### src/rtl/scumv_stl_pkg.sv
// Shared STL path definitions: bridge state encoding and packet geometry
// common to the UART protocol handler and the packet bridge.
package scumv_stl_pkg;

    typedef enum logic [1:0] {
        ST_COLLECT  = 2'd0,
        ST_ISSUE    = 2'd1,
        ST_WAIT_RSP = 2'd2,
        ST_SEND     = 2'd3
    } stl_state_e;

    localparam int         STL_PKT_BYTES    = 16;
    localparam int         STL_RESP_BYTES   = 16;
    localparam logic [7:0] STL_TIMEOUT_BYTE = 8'hEE;

endpackage

### src/rtl/stl_resp_serializer.sv
// Response word to byte stream: loads a full word, then shifts it out LSB
// byte first under valid/ready, pulsing done on the last accepted byte.
module stl_resp_serializer import scumv_stl_pkg::*; #(
    parameter int BYTES = STL_RESP_BYTES
) (
    input  logic                 clk,
    input  logic                 reset,
    input  logic                 load,
    input  logic [8*BYTES-1:0]   load_data,
    output logic                 valid,
    input  logic                 ready,
    output logic [7:0]           data,
    output logic                 done
);

    localparam int             IW       = (BYTES > 1) ? $clog2(BYTES) : 1;
    localparam logic [IW-1:0]  IDX_LAST = IW'(BYTES - 1);

    logic [8*BYTES-1:0] shreg_q;
    logic [IW-1:0]      idx;
    logic               active;

    always_ff @(posedge clk or negedge reset) begin
        if (!reset) begin
            shreg_q <= '0;
            idx     <= '0;
            active  <= 1'b0;
        end else if (load) begin
            shreg_q <= load_data;
            idx     <= '0;
            active  <= 1'b1;
        end else if (active && ready) begin
            shreg_q <= {8'h00, shreg_q[8*BYTES-1:8]};
            if (idx == IDX_LAST) begin
                idx    <= '0;
                active <= 1'b0;
            end else begin
                idx <= idx + IW'(1);
            end
        end
    end

    assign valid = active;
    assign data  = shreg_q[7:0];
    assign done  = active && ready && (idx == IDX_LAST);

endmodule

### src/rtl/stl_packet_bridge.sv
// STL byte-to-packet bridge: assembles request bytes into one wide request,
// returns the response as bytes. Optional watchdog: STL_BRIDGE_TIMEOUT_EN.
module stl_packet_bridge import scumv_stl_pkg::*; #(
    parameter int         PKT_BYTES      = STL_PKT_BYTES,
    parameter int         RESP_BYTES     = STL_RESP_BYTES,
    parameter int         TIMEOUT_CYCLES = 1_000_000,
    parameter logic [7:0] TIMEOUT_BYTE   = STL_TIMEOUT_BYTE
) (
    input  logic                    clk,
    input  logic                    reset,
    input  logic                    in_valid,
    output logic                    in_ready,
    input  logic [7:0]              in_data,
    output logic                    req_valid,
    input  logic                    req_ready,
    output logic [8*PKT_BYTES-1:0]  req_bits,
    input  logic                    rsp_valid,
    output logic                    rsp_ready,
    input  logic [8*RESP_BYTES-1:0] rsp_bits,
    output logic                    resp_valid,
    input  logic                    resp_ready,
    output logic [7:0]              resp_data,
    output logic                    busy,
    output logic [7:0]              timeout_count,
    output logic [1:0]              debug_state
);

    localparam int             CW       = (PKT_BYTES > 1) ? $clog2(PKT_BYTES) : 1;
    localparam logic [CW-1:0]  CNT_LAST = CW'(PKT_BYTES - 1);

    stl_state_e               state, state_nxt;
    logic [CW-1:0]            byte_cnt;
    logic [8*PKT_BYTES-1:0]   req_q;
    logic [8*RESP_BYTES-1:0]  ser_data;
    logic                     byte_acc, rsp_acc, expire, ser_load, ser_done;

    assign byte_acc = in_valid && in_ready;
    assign rsp_acc  = rsp_valid && rsp_ready;
    assign ser_load = rsp_acc || expire;

    always_ff @(posedge clk or negedge reset) begin
        if (!reset) state <= ST_COLLECT;
        else        state <= state_nxt;
    end

    // Request assembly: byte k lands in lane k, byte 0 least significant
    always_ff @(posedge clk or negedge reset) begin
        if (!reset) begin
            byte_cnt <= '0;
            req_q    <= '0;
        end else if (byte_acc) begin
            req_q[8*byte_cnt +: 8] <= in_data;
            byte_cnt <= (byte_cnt == CNT_LAST) ? '0 : byte_cnt + CW'(1);
        end
    end

    always_comb begin
        state_nxt = state;
        in_ready  = 1'b0;
        req_valid = 1'b0;
        rsp_ready = 1'b0;
        case (state)
            ST_COLLECT: begin
                in_ready = 1'b1;
                if (in_valid && byte_cnt == CNT_LAST) state_nxt = ST_ISSUE;
            end
            ST_ISSUE: begin
                req_valid = 1'b1;
                if (req_ready) state_nxt = ST_WAIT_RSP;
            end
            ST_WAIT_RSP: begin
                rsp_ready = 1'b1;
                if (rsp_valid || expire) state_nxt = ST_SEND;
            end
            ST_SEND: begin
                if (ser_done) state_nxt = ST_COLLECT;
            end
            default: state_nxt = ST_COLLECT;
        endcase
    end

`ifdef STL_BRIDGE_TIMEOUT_EN
    logic [31:0] wd_cnt;
    logic [7:0]  to_cnt;

    always_ff @(posedge clk or negedge reset) begin
        if (!reset) begin
            wd_cnt <= '0;
            to_cnt <= '0;
        end else begin
            wd_cnt <= (state == ST_WAIT_RSP) ? wd_cnt + 32'd1 : 32'd0;
            if (expire && to_cnt != 8'hFF) to_cnt <= to_cnt + 8'd1;
        end
    end

    // A real response arriving in the expiry cycle takes precedence
    assign expire        = (state == ST_WAIT_RSP) && !rsp_valid &&
                           (wd_cnt == 32'(TIMEOUT_CYCLES - 1));
    assign ser_data      = expire ? {RESP_BYTES{TIMEOUT_BYTE}} : rsp_bits;
    assign timeout_count = to_cnt;
`else
    logic unused_timeout_cfg;

    assign expire             = 1'b0;
    assign ser_data           = rsp_bits;
    assign timeout_count      = 8'h00;
    assign unused_timeout_cfg = ^{TIMEOUT_CYCLES, TIMEOUT_BYTE};
`endif

    stl_resp_serializer #(.BYTES(RESP_BYTES)) u_resp_ser (
        .clk       (clk),
        .reset     (reset),
        .load      (ser_load),
        .load_data (ser_data),
        .valid     (resp_valid),
        .ready     (resp_ready),
        .data      (resp_data),
        .done      (ser_done)
    );

    assign req_bits    = req_q;
    assign busy        = (state != ST_COLLECT) || (byte_cnt != '0);
    assign debug_state = state;

endmodule

### config.mk
export PLATFORM = sky130hd
export DESIGN_NAME = stl_packet_bridge
export DESIGN_NICKNAME = d
export VERILOG_FILES = /design/src/rtl/scumv_stl_pkg.sv /design/src/rtl/stl_resp_serializer.sv /design/src/rtl/stl_packet_bridge.sv
export SDC_FILE = /design/constraint.sdc
export NUM_CORES = 1
export LEC_CHECK = 0
export CAP_MARGIN = 5
export CORE_MARGIN = 4
export CORE_UTILIZATION = 35
export CTS_CLUSTER_DIAMETER = 150
export DETAILED_ROUTE_END_ITERATION = 8
export GPL_TIMING_DRIVEN = 0
export HOLD_SLACK_MARGIN = 0.05
export PLACE_DENSITY = 0.59
export SYNTH_ARGS = -nofsm -noshare
export SYNTH_HDL_FRONTEND = slang
export SYNTH_HIERARCHICAL = 1
export SYNTH_SLANG_ARGS = --single-unit
### constraint.sdc
create_clock -name clk -period 2.9 [get_ports clk]
set_input_delay 0.87 -clock clk [delete_from_list [all_inputs] [get_ports clk]]
set_output_delay 0.87 -clock clk [all_outputs]
set_load 0.02 [all_outputs]
==> run summary <==
status = complete, no violations
DR vias = 8971
Setup crit end kind = output port
CTS Buffer Depth = 3
EDFF count, synth = 0
Cell variety after synth = 45
Worst R2R Start = byte_cnt[0]
CTS H-tree lvls = 1
GRT overflow = 0
Worst Slack Setup Final = 119 ps
vias in the first global route = 9620
post-place setup slack = -59.3 ps
crit-path max FO = 5
Nets = 1534
FF/Latch Area = 6680 µm²
CP Launch Type = register
slowest CP cell = clkdlybuf4s50_1
Seq/Total Area, Yosys = 56.9%
die footprint = 36500 µm²
CP arrival = 1910 ps
# rows = 66
Wirelength per Cell = 19.6 µm
Worst-Margin Slew = 1030 ps
fin crit share = 95.9%
1st-iter DRT viols = 429
worst path bufs/invs = 2
Fill cells = 3004
Clock Latency Late Sink = 550 ps
min Tclk post-route = 2780 ps
port buffer count = 283
Top delay family on crit path = buffers and inverters
CTS tree = yes
filler-free cell count of the finished design = 1848
TritonCTS Buffers = 30
FF-to-FF End = req_bits[76]
Hold Vio Cnt, Final = 0
final setup fails = 0
drt drc = 0
Slew headroom = 30.6%
first-pass GRT wire length = 56100 µm
Mapped Cells = 1059
overall die height = 191 µm
peak supply drop = 0.000453 V
mux contribution to synthesized area = 17.0%
xor and xnor area share after synthesis = 0.224%
Power Density = 913 nW/µm²
synthesis-to-layout area growth = 38.4%
starting density of the core = 35.8%
Final Max Tran Viols = 0
flop-to-flop setup slack = 260 ps
vias per cell = 4.85
die width = 191 µm
clk sink count = 267
Root Buffer = clkbuf_16
Pre-antenna DRT Iters = 5
post-synthesis average cell area = 11.1 µm²
fmax = 0.360 GHz
Netlist Area Pre-Place = 11700 µm²
Detail Placement HPWL = 26100 µm
post-route ant nets = 0
Largest stage delay, worst path = 630 ps
Clock transition at path regs = 60 ps
core area = 32800 µm²
layout cell share with drive strength beyond 1 = 13.0%
total power = 0.0148 W
Placer Congestion = 0.831
synthesized flop and latch total = 267
asr flop ratio synth = 100%
# diodes = 0
leakage = 7.25 nW
Compound-Gate Fraction of Synth Area = 11.8%
Detailed Route WL = 36200 µm
Multi-input gate area = 4500 µm²
hold-fix buffers at CTS = 0
initial antenna violation count = 2
Top FF cell, synth = dfrtp_1
critical path cell sequence = inv_1 > ha_1 > clkdlybuf4s50_1
CP required = 2030 ps
Total Routing Usage GR = 19.4%
reg2reg path depth = 9
max cap viols = 0
RSZ-0062 raised after global routing = false
largest family of logic cells by synthesized area = multiplexers
io pins = 293
Crit Path Class = register to output port
Synth Area in Simple Gates = 8.09%
Hold Crit Class = input port to async pin
Setup Skew = 15.2 ps
placed insts = 1793
Ys Warns = 6
largest net degree at the start of global routing = 120
post-synthesis adder-cell area fraction = 0.853%
## state kept, by name, indices dropped and copies added (netlist names)
| signal | cells |
|---|---|
| byte_cnt | 4 |
| debug_state | 2 |
| req_bits | 128 |
| u_resp_ser/idx | 4 |
| u_resp_ser/shreg_q | 128 |
| u_resp_ser/valid | 1 |
## layer usage
layer  routed length [µm]  track usage [%]  vias up
li1                     -                -     4282
met1                14900             24.2     4371
met2                17200             32.4      272
met3                 3650             7.91       42
met4                  424             3.12        4
met5                   27                0        -
## worst max-delay path by stage
stage / start / to / slack, ps / cells after the start
floorplan: resp_ready / debug_state[1] / 600 / 9
global placement: reset / req_bits[78] / -10900 / 1
detailed placement: in_valid / req_bits[75] / -60 / 5
CTS: byte_cnt[0] / busy / 70 / 6
global route: debug_state[0] / busy / 5 / 5
finish: debug_state[0] / rsp_ready / 120 / 3
## cells by family after synthesis
logic type / Yosys count
AO/OA/AOI/OAI: 266
XOR/XNOR: 3
adder cells (fa/ha/maj): 8
buffers and inverters: 112
flip-flops: 267
multiplexers: 185
other: 1
AND/OR/NAND/NOR: 217
## worst reg2reg max path, stage by stage (launching register included)
cell and delay, ps:
dfrtp_1 340, buf_2 200, inv_1 110, ha_4 190, nor3b_4 160, buf_4 140, or3b_1 370, buf_2 220
nor2_2 410, mux2_2 390
## synth_stat cells, types with 4 or more instances
library cell,n,area (µm²)
mux2_4,16,240
mux2_2,49,552
nor2_1,4,15.0
o21ai_1,32,160
buf_4,22,165
dfrtp_1,267,6680
nor2_2,5,31.3
a21oi_1,6,30.0
buf_2,19,95.1
mux2i_1,120,1200
nand3_1,15,75.1
nor3_1,4,20.0
buf_6,10,113
clkbuf_1,44,165
o31ai_1,8,60.1
inv_1,15,56.3
ha_1,8,100
or2_2,4,25.0
o21ai_0,213,1070
nand2_1,161,604
## power breakdown
group / internal (W) / switching, W
clock network: 0.00237 / 0.00151
logic: 0.00233 / 0.00287
registers: 0.00497 / 0.000794
## final cells by class
| cell class | count | share of cell area (%) |
|---|---|---|
| timing repair buffer | 286 | 17.8 |
| buffer | 97 | 3.38 |
| sequential | 267 | 41.1 |
| tap | 442 | 3.40 |
| multi-input combinational | 687 | 27.7 |
| inverter | 15 | 0.347 |
| clock inverter | 10 | 0.809 |
| clock buffer | 44 | 5.44 |
## cell usage in the layout, fill, tap and decap left out, types with 6 or more instances in the layout
| master | Yosys | layout |
|---|---|---|
| a21oi_1 | 6 | 6 |
| buf_2 | 19 | 20 |
| buf_4 | 22 | 23 |
| buf_6 | 10 | 10 |
| clkbuf_1 | 44 | 51 |
| clkbuf_16 | 0 | 31 |
| clkbuf_8 | 0 | 6 |
| clkdlybuf4s50_1 | 0 | 281 |
| conb_1 | 1 | 8 |
| dfrtp_1 | 267 | 267 |
| ha_1 | 8 | 7 |
| inv_1 | 15 | 15 |
| mux2_2 | 49 | 49 |
| mux2_4 | 16 | 16 |
| mux2i_1 | 120 | 120 |
| nand2_1 | 161 | 161 |
| nand3_1 | 15 | 15 |
| o21ai_0 | 213 | 213 |
| o21ai_1 | 32 | 32 |
| o31ai_1 | 8 | 8 |
## per-stage QoR
stage               hold slack, ps  util, %  area (µm²)  setup TNS [ps]
CTS                            179     49.5       16200               0
global route                   192     49.6       16200               0
detailed placement             493     46.4       15200           -1370
floorplan                      502        -       11800               0
global placement               489     46.2       15200        -2900820
finish                         204     49.6       16200               0
## what timing repair did
action                                 4_1_cts  5_1_grt
gates cloned                                 0        0
setup endpoints to repair                    1        1
gates resized for setup                      7        1
endpoints found under the hold margin        0        0
setup buffers                                1        0
(Power assumes the default switching activity.)
